### config.mk
export PLATFORM = sky130hd
export DESIGN_NAME = marquee_scroller
export DESIGN_NICKNAME = d
export VERILOG_FILES = /design/src/rtl/marquee_scroller.sv
export SDC_FILE = /design/constraint.sdc
export NUM_CORES = 1
export LEC_CHECK = 0
export CAP_MARGIN = 10
export CORE_MARGIN = 2
export CORE_UTILIZATION = 45
export DETAILED_ROUTE_END_ITERATION = 6
export PLACE_DENSITY = 0.68
export SYNTH_ARGS = -nofsm -noshare
export SYNTH_HDL_FRONTEND = slang
export SYNTH_SLANG_ARGS = --single-unit
### constraint.sdc
create_clock -name clk -period 4.8 [get_ports clk]
set_input_delay 0.48 -clock clk [delete_from_list [all_inputs] [get_ports clk]]
set_output_delay 0.48 -clock clk [all_outputs]
set_load 0.03 [all_outputs]
### src/rtl/marquee_scroller.sv
// Stores a valid/ready-written message and scrolls it across DIGITS multiplexed positions; ascii/digit_en registered, 1 clk latency.
// wr_ready drops only for the COMMIT cycle; optional MARQUEE_UCASE_FOLD_EN folds a-z to upper case on write.
module marquee_scroller #(
    parameter int DIGITS     = 4,
    parameter int MSG_DEPTH  = 32,
    parameter int MUX_DIV    = 1024,
    parameter int SCROLL_DIV = 6000000
) (
    input  logic              clk,
    input  logic              rst_n,
    input  logic              wr_valid,
    output logic              wr_ready,
    input  logic [7:0]        wr_char,
    input  logic              wr_last,
    output logic [7:0]        ascii,
    output logic [DIGITS-1:0] digit_en
);

    localparam int LW = $clog2(MSG_DEPTH + 1);
    localparam int IW = (MSG_DEPTH > 1) ? $clog2(MSG_DEPTH) : 1;
    localparam int PW = $clog2(2 * (MSG_DEPTH + DIGITS));
    localparam int MW = (MUX_DIV > 1) ? $clog2(MUX_DIV) : 1;
    localparam int SW = (SCROLL_DIV > 1) ? $clog2(SCROLL_DIV) : 1;
    localparam int DW = (DIGITS > 1) ? $clog2(DIGITS) : 1;

    localparam logic [MW-1:0] MUX_TC    = MW'(MUX_DIV - 1);
    localparam logic [SW-1:0] SCROLL_TC = SW'(SCROLL_DIV - 1);
    localparam logic [DW-1:0] DIG_TC    = DW'(DIGITS - 1);
    localparam logic [LW-1:0] FULL_IDX  = LW'(MSG_DEPTH - 1);

    typedef enum logic [1:0] {
        S_IDLE,
        S_LOAD,
        S_COMMIT,
        S_RUN
    } state_t;

    state_t              state_q, state_d;
    logic                rdy_q;
    logic [LW-1:0]       wptr_q, wptr_d;
    logic [LW-1:0]       len_q, len_d;
    logic [PW-1:0]       head_q, head_d;
    logic [SW-1:0]       scnt_q, scnt_d;
    logic [MW-1:0]       mcnt_q, mcnt_d;
    logic [DW-1:0]       dig_q, dig_d;
    logic [7:0]          ascii_q, ascii_d;
    logic [DIGITS-1:0]   den_q, den_d;
    logic [7:0]          msg_q [MSG_DEPTH];

    logic                wr_acc;
    logic                mem_we;
    logic [IW-1:0]       mem_idx;
    logic [7:0]          store_char;
    logic [PW-1:0]       vlen;
    logic [PW-1:0]       pos;

    assign wr_ready = rdy_q && (state_q != S_COMMIT);
    assign wr_acc   = wr_valid && wr_ready;
    assign vlen     = PW'(len_q) + PW'(DIGITS);
    assign ascii    = ascii_q;
    assign digit_en = den_q;

`ifdef MARQUEE_UCASE_FOLD_EN
    assign store_char = (wr_char >= 8'h61 && wr_char <= 8'h7A) ? (wr_char - 8'h20) : wr_char;
`else
    assign store_char = wr_char;
`endif

    always_comb begin
        state_d = state_q;
        wptr_d  = wptr_q;
        len_d   = len_q;
        head_d  = head_q;
        scnt_d  = '0;
        mem_we  = 1'b0;
        mem_idx = IW'(wptr_q);
        case (state_q)
            S_IDLE, S_RUN: begin
                if (state_q == S_RUN) begin
                    scnt_d = (scnt_q == SCROLL_TC) ? '0 : scnt_q + SW'(1);
                    if (scnt_q == SCROLL_TC) begin
                        head_d = (head_q == vlen - PW'(1)) ? '0 : head_q + PW'(1);
                    end
                end
                // A new write always restarts the message, even on a scroll step.
                if (wr_acc) begin
                    mem_we  = 1'b1;
                    mem_idx = '0;
                    wptr_d  = LW'(1);
                    scnt_d  = '0;
                    head_d  = head_q;
                    state_d = (wr_last || MSG_DEPTH == 1) ? S_COMMIT : S_LOAD;
                end
            end
            S_LOAD: begin
                if (wr_acc) begin
                    mem_we = 1'b1;
                    wptr_d = wptr_q + LW'(1);
                    if (wr_last || wptr_q == FULL_IDX) begin
                        state_d = S_COMMIT;
                    end
                end
            end
            S_COMMIT: begin
                state_d = S_RUN;
                len_d   = wptr_q;
                head_d  = '0;
            end
            default: state_d = S_IDLE;
        endcase
    end

    always_comb begin
        mcnt_d = (mcnt_q == MUX_TC) ? '0 : mcnt_q + MW'(1);
        dig_d  = dig_q;
        if (mcnt_q == MUX_TC) begin
            dig_d = (dig_q == DIG_TC) ? '0 : dig_q + DW'(1);
        end
    end

    // Window position wraps over message plus DIGITS trailing blanks.
    always_comb begin
        pos = head_q + PW'(dig_q);
        if (pos >= vlen) begin
            pos = pos - vlen;
        end
        ascii_d = 8'h20;
        if (state_q == S_RUN && pos < PW'(len_q)) begin
            ascii_d = msg_q[IW'(pos)];
        end
        den_d        = '0;
        den_d[dig_q] = 1'b1;
    end

    always_ff @(posedge clk or negedge rst_n) begin
        if (!rst_n) begin
            state_q <= S_IDLE;
            rdy_q   <= 1'b0;
            wptr_q  <= '0;
            len_q   <= '0;
            head_q  <= '0;
            scnt_q  <= '0;
            mcnt_q  <= '0;
            dig_q   <= '0;
            ascii_q <= 8'h20;
            den_q   <= DIGITS'(1);
        end else begin
            state_q <= state_d;
            rdy_q   <= 1'b1;
            wptr_q  <= wptr_d;
            len_q   <= len_d;
            head_q  <= head_d;
            scnt_q  <= scnt_d;
            mcnt_q  <= mcnt_d;
            dig_q   <= dig_d;
            ascii_q <= ascii_d;
            den_q   <= den_d;
        end
    end

    always_ff @(posedge clk) begin
        if (mem_we) begin
            msg_q[mem_idx] <= store_char;
        end
    end

endmodule

==> summary.md, run 1 <==
| Metric | Value |
|---|---|
| Hold Crit Class | `in2async` |
| Hold Worst Slack | `slightly above 0.1 ns` |
| Die W | `around 180 um` |
| Slew margin rel. | `between 15 and 20%` |
| Most frequent cells in the layout | `256 x edfxtp_1, 95 x nand2_1, 84 x nand3_1` |
| Crit path launch | `dig_q[0]$_DFFE_PN0N_` |
| M1 GR Usage | `28.50%` |
| Initial antenna violation count | `0` |
| Core Footprint | `31470 um2` |
| CP startpoint kind | `register` |
| Top FF cell, synth | `edfxtp_1` |
| Router iterations before antenna repair | `5` |
| Initial Util | `45.68%` |
| Port bufs | `24` |
| Max-cap viol count | `0` |
| CTS Buffer Depth | `3` |
| Drt wl/cell | `21.80 um` |
| WP data arrival | `4.98 ns` |
| Post-synth EDFFs | `256` |
| Final instance area | `16430 um2` |
| CTS Root Cell | `clkbuf_16` |
| DRT antenna net count | `0` |
| Commonest non-fill, non-tap cell in the layout | `edfxtp_1` |
| Register area share after synthesis | `65.49%` |
| Clk pin slew, worst setup/hold paths | `0.06 ns` |
| Cell variety after synth | `approximately 70` |
| Largest net degree at the start of global routing | `70` |
| Met2 usage | `around 33%` |
| Die ar. | `approximately 33000 um2` |
| Vias in the first global route | `8908` |
| Crit-path max FO | `8` |
| Max Clk Rate | `about 220 MHz` |
| Top post-synthesis cells by area | `edfxtp_1 53%, dfrtp_1 12%, mux2i_1 3.5%` |
| Row count | `65` |
| Kind of critical path | `reg2reg` |
| Top-Level Pins | `25` |
| Syn_area_per_cell | `13.54 um2` |
| Synthesis Warnings | `0` |
| H-tree Lvls | `2` |
| Post-CTS Hold Buffers | `0` |
| Number of synthesized register bits | `325` |
| Area leader, netlist | `edfxtp_1` |
| Combinational Power Share | `20.7%` |
| Clock power frac | `between 30% and 40%` |
| Clock Sinks | `about 330` |
| Vias per cell | `5.847` |
| Pleak | `5.763 nW` |
| Final setup violation count | `0` |
| Skew final | `0.02388 ns` |
| Final HPWL DP | `21220 um` |
| Syn Inst Count | `1062` |
| Via count | `8963` |
| CTS Buf Count | `35` |
| Final worst path period need | `around 4.6 ns` |
| CTS tree | `yes` |
| Gr usage total | `20.39%` |
| Register share of total power | `between 40% and 50%` |
| Switching share of power | `between 20% and 30%` |
| Status | `complete, no violations` |
| NetSw | `2.171 mW` |
| Layer with the highest usage | `met2` |
| Reg2reg start | `dig_q[0]$_DFFE_PN0N_` |
| GRT overflow | `0` |
| Crit. End Element | `register` |
| Die H | `182.7 um` |
| Ratio of cells with drive above 1 in the final layout | `12.20%` |
| Layout filler cell count | `2552` |
| Final Hold Vio Count | `0` |
| Placed Area | `15130 um2` |
| Fin nets | `1148` |
| Top cell type's share of synthesized area | `53.47%` |
| Async S/R FF share, synth | `21.23%` |
| Iteration-0 DRC Markers | `921` |
| Final WL | `33410 um` |
| Worst VDD drop | `386.2 uV` |
| Clk_lat worst skew | `0.53 ns` |
| Met3 GRT Util | `3.018%` |
| Worst path required time | `5.21 ns` |
| Synth-to-Final Area Change | `14.28%` |
| Tcrit/Tclk final | `95.31%` |
| Post-Syn Area | `roughly 14000 um2` |
| Global-route wire length before repair | `around 52000 um` |
| Post-route DRC violation count | `0` |
| Ant diodes | `0` |
| Final Max Slew Viols | `0` |
| Overall Power | `7.628 mW` |
| GP Congestion | `0.8492` |
| P_int | `around 5.5 mW` |
| PwrDens | `464.2 nW/um2` |
| Post-Syn Nets | `~1100` |
| Slew @ Worst Pin | `1.238 ns` |
[logic make-up (layout without fill, tap and decap cells)]
family                   Yosys count  in the layout  share of synthesized area (%)
AND/OR/NAND/NOR                  335            335                          11.02
flip-flops                       325            325                          65.49
AO/OA/AOI/OAI                    168            168                          8.137
multiplexers                      80             80                          7.258
buffers and inverters             74            143                          2.271
XOR/XNOR                          49             49                          3.081
adder cells (fa/ha/maj)           30             30                          2.715
other                              1              1                        0.02608
[final timing paths]
kind                       slack, ns  cells past startpoint                     to
max reg2reg                     0.23                     18     ascii[2]$_DFF_PN0_
min                             0.10                      1    scnt_q[1]$_DFF_PN0_
max in group asynchronous       4.11                      1  digit_en[2]$_DFF_PN0_
min reg2reg                     0.47                      1    mcnt_q[4]$_DFF_PN0_
min in group clk                0.47                      1    mcnt_q[4]$_DFF_PN0_
max                             0.23                     18     ascii[2]$_DFF_PN0_
[power groups by stage]
stage | combinational (mW) | sequential (mW) | clock (mW)
after floorplan | 0.979 | 3.31 | 0
after global placement | 1.50 | 3.30 | 0
after detailed placement | 1.52 | 3.30 | 0
after CTS | 1.53 | 3.24 | 2.84
after global routing | 1.70 | 3.25 | 2.96
final | 1.58 | 3.24 | 2.80
[state kept, by name, indices dropped and copies added, names as in the netlist]
register  cells
dig_q         2
mcnt_q       10
scnt_q       23
ascii         8
rdy_q         1
state_q       2
msg_q       256
len_q         6
digit_en      4
head_q        7
wptr_q        6
[per-stage QoR]
stage	TNS [ns]	util, %	setup slack [ns]	cells
floorplan	0	-	0.2368	1062
global placement	0	48.07	0.1698	1464
detailed placement	0	48.07	0.03904	1464
CTS	0	51.85	0.05440	1526
global route	-0.2811	52.20	-0.07893	1533
finish	0	52.20	0.2252	1533
[final cells by class]
class,count,area (um2),area share (%)
clock buffer,44,909.6,5.536
clock inverter,18,280.3,1.706
inverter,26,97.59,0.5940
multi-input combinational,663,4700,28.60
sequential,325,9417,57.31
tap,402,503.0,3.061
timing repair buffer,55,524.3,3.191
[synthesized netlist by cell type, drive strengths merged (18+ instances only)]
master	instances
inv	26
clkbuf	28
buf	20
and3	18
nand2	96
edfxtp	256
o21ai	54
ha	28
a21oi	39
mux2i	52
nor2	82
xnor2	26
nand3	84
xor2	22
dfrtp	67
[layer usage]
layer	up-vias	share of wire, %
li1	4079	-
met1	4488	44
met2	320	47
met3	76	6.4
met4	0	3.1
met5	-	0
[critical path: stages, from the launching register on]
cell and delay, ns:
dfrtp_1 0.42, ha_1 0.23, fa_1 0.43, xor2_2 0.21
ha_1 0.36, a21oi_2 0.19, o21ai_1 0.13, a21o_1 0.20
a21oi_1 0.24, xnor2_1 0.10, mux2_2 0.28, ha_1 0.31
nand4_1 0.10, nand3b_1 0.07, a221oi_1 0.20, o211ai_1 0.12
buf_4 0.18, a2111o_1 0.32, a2111oi_2 0.38
[timing repair]
item / CTS / global route
endpoints found under the setup margin: 0 / 7
hold endpoints to repair: 0 / 0
resized for setup: 0 / 10
buffers inserted: 0 / 7
Note: power is estimated with default switching activity, not from simulation.
==> inputs of run 2 (changes only) <==
CORE_MARGIN = 1.5   (was 2)
SKIP_LAST_GASP = 1   (was not set)
==> summary.md, run 2 (synthesis gave the netlist of run 1 again) <==
| Metric | Value |
|---|---|
| Pleak | `5.716 nW (-0.81%)` |
| Gr usage total | `20.24% (-0.15 points)` |
| Bufs and invs on worst path | `2 (+1)` |
| Max-cap viol count | `0 (unchanged)` |
| CTS tree | `yes` |
| PwrDens | `455.1 nW/um2 (-2.0%)` |
| Ant diodes | `0 (unchanged)` |
| Hold Worst Slack | `0.09599 ns (-0.005004 ns)` |
| Crit-path cells | `ha_1 > fa_1 > nand3_2 > nor2_1 > xor2_1 > ha_2 > a21o_1 > o21ba_4 > o21a_1 > o31a_1 > inv_4 > ha_1 > a21o_1 > a221oi_1 > o211ai_1 > buf_4 > a2111o_1 > a2111oi_4` |
| Die W | `181.7 um (-0.55%)` |
| Largest net degree at the start of global routing | `70 (unchanged)` |
| Final Hold Vio Count | `0 (unchanged)` |
| P_int | `5.241 mW (-4.0%)` |
| Clock power frac | `35.6% (-1.1 points)` |
| Top-Level Pins | `25 (unchanged)` |
| DRT antenna net count | `0 (unchanged)` |
| CP max stage delay | `0.41 ns (-0.02 ns)` |
| Commonest non-fill, non-tap cell in the layout | `edfxtp_1` |
| Final Max Slew Viols | `0 (unchanged)` |
| Crit. End Element | `register` |
| Slew @ Worst Pin | `1.255 ns (+0.01705 ns)` |
| Largest register FFs | `256 (unchanged)` |
| Initial antenna violation count | `0 (unchanged)` |
| Crit-path max FO | `9 (+1)` |
| Register Area | `9417 um2 (unchanged)` |
| Vias per cell | `5.786 (-1.0%)` |
| WL met3 | `2298 um (+7.8%)` |
| Routed length on met2 | `15790 um (+0.61%)` |
| Vias in the first global route | `8738 (-1.9%)` |
| Clk_lat worst skew | `0.53 ns (about the same)` |
| Status | `complete, no violations` |
| Ratio of cells with drive above 1 in the final layout | `12.04% (-0.17 points)` |
| Met1 WL | `13950 um (-4.1%)` |
| Drt wl/cell | `21.38 um (-1.9%)` |
| Fin nets | `1145 (-0.26%)` |
| Kind of critical path | `reg2reg` |
| Slowest-stage cell, CP | `dfrtp_1` |
| CP delay by family, top | `compound AO/OA/AOI/OAI gates` |
| Final worst path period need | `4.620 ns (+0.04543 ns)` |
| Core Footprint | `31470 um2 (unchanged)` |
| Initial Util | `45.68% (unchanged)` |
| Worst path required time | `5.21 ns (about the same)` |
| Final WL | `32750 um (-2.0%)` |
| WP data arrival | `5.03 ns (+0.05 ns)` |
| Clock Sinks | `325 (unchanged)` |
| Largest register by flop count | `msg_q` |
| Global-route wire length before repair | `50980 um (-2.3%)` |
| Biggest regs | `msg_q x256, scnt_q x23, mcnt_q x10` |
| Clk pin slew, worst setup/hold paths | `0.06 ns (about the same)` |
| Port bufs | `24 (unchanged)` |
| Die H | `181.7 um (-0.55%)` |
| Post-CTS Hold Buffers | `0 (unchanged)` |
| CTS Buf Count | `35 (unchanged)` |
| GP Congestion | `0.8753 (+3.1%)` |
| Most frequent cells in the layout | `256 x edfxtp_1, 95 x nand2_1, 83 x nand3_1` |
| GRT overflow | `0 (unchanged)` |
| Multi-input logic area | `4688 um2 (-0.24%)` |
| Slew margin rel. | `16.10% (-1.1 points)` |
| Tcrit/Tclk final | `96.26% (+0.95 points)` |
| CTS Root Cell | `clkbuf_16` |
| H-tree Lvls | `2 (unchanged)` |
| Combinational Power Share | `20.8% (about the same)` |
| Worst VDD drop | `273.0 uV (-29%)` |
| Switching share of power | `29.45% (+0.98 points)` |
| Synth-to-Final Area Change | `13.53%` |
| Max Clk Rate | `216.4 MHz (-0.98%)` |
| Via count | `8864 (-1.1%)` |
| Worst r2r path cells | `18 (unchanged)` |
| Post-route DRC violation count | `0 (unchanged)` |
| Levels on crit path | `18 (unchanged)` |
| Hold Crit Class | `in2async` |
| CTS Buffer Depth | `3 (unchanged)` |
| Row count | `65 (unchanged)` |
| Final setup violation count | `0 (unchanged)` |
| Final HPWL DP | `21040 um (-0.86%)` |
| Router iterations before antenna repair | `5 (unchanged)` |
| Top sig layer | `met4` |
| Setup TNS Final | `0 ns (unchanged)` |
| Iteration-0 DRC Markers | `813 (-12%)` |
| Die ar. | `33030 um2 (-1.1%)` |
| RSZ-0062 raised after global routing | `no` |
| Layout filler cell count | `2574 (+0.86%)` |
| Skew final | `0.02157 ns (-0.002315 ns)` |
| NetSw | `2.188 mW (+0.76%)` |
| Register share of total power | `43.6% (+1.1 points)` |
| CP startpoint kind | `register` |
## run 2: cell types whose count changed in the layout (fill, tap and decap cells not counted), sizes merged
cell,before,now
clkinvlp,0,1
buf,32,29
clkbuf,44,47
inv,26,29
bufinv,7,2
## run 2: final cells by class
type	instances	area share, %
sequential	325	57.69
multi-input combinational	663	28.72
clock buffer	47	5.833
tap	402	3.081
timing repair buffer	52	3.020
clock inverter	17	1.042
inverter	26	0.6132
## run 2: repair_timing
| action | 4_1_cts | 5_1_grt |
|---|---|---|
| setup buffers | 0 | 4 |
| gates resized for setup | 0 | 8 |
| endpoints found under the hold margin | 0 | 0 |
| endpoints found under the setup margin | 0 | 6 |
## run 2: power groups by stage
| stage | sequential (mW) | clock [mW] | combinational (mW) |
|---|---|---|---|
| finish | 3.24 | 2.64 | 1.55 |
| global placement | 3.29 | 0 | 1.48 |
| global route | 3.25 | 2.80 | 1.68 |
| CTS | 3.24 | 2.68 | 1.51 |
| floorplan | 3.31 | 0 | 0.979 |
| detailed placement | 3.29 | 0 | 1.51 |
## run 2: metrics by stage
step	util (%)	std cells	cell area, um2	power (mW)	setup slack [ns]
2_1_floorplan	-	1062	14380	4.284	0.2368
6_report	51.86	1532	16320	7.429	0.1797
3_5_place_dp	48.00	1463	15110	4.801	0.04365
4_1_cts	51.57	1527	16230	7.430	0.03413
5_1_grt	51.86	1532	16320	7.723	0.0009250
3_3_place_gp	48.00	1463	15110	4.777	0.2436
## run 2: metal layers
metal / global-route usage, % / vias to the layer above
met4: 6.233 / 0
met1: 27.63 / 4433
met5: 0 / -
met2: 32.85 / 300
met3: 4.011 / 52
li1: - / 4079
## run 2: final timing paths
| path | start | endpoint | slack [ns] |
|---|---|---|---|
| worst max-delay path | dig_q[0]$_DFFE_PN0N_ | ascii[3]$_DFF_PN0_ | 0.18 |
| worst min-delay path | rst_n | scnt_q[6]$_DFF_PN0_ | 0.1 |
| worst max register to register | dig_q[0]$_DFFE_PN0N_ | ascii[3]$_DFF_PN0_ | 0.18 |
| worst min register to register | mcnt_q[4]$_DFF_PN0_ | mcnt_q[4]$_DFF_PN0_ | 0.47 |
| max in group asynchronous | rst_n | scnt_q[16]$_DFF_PN0_ | 4.12 |
| min in group clk | mcnt_q[4]$_DFF_PN0_ | mcnt_q[4]$_DFF_PN0_ | 0.47 |
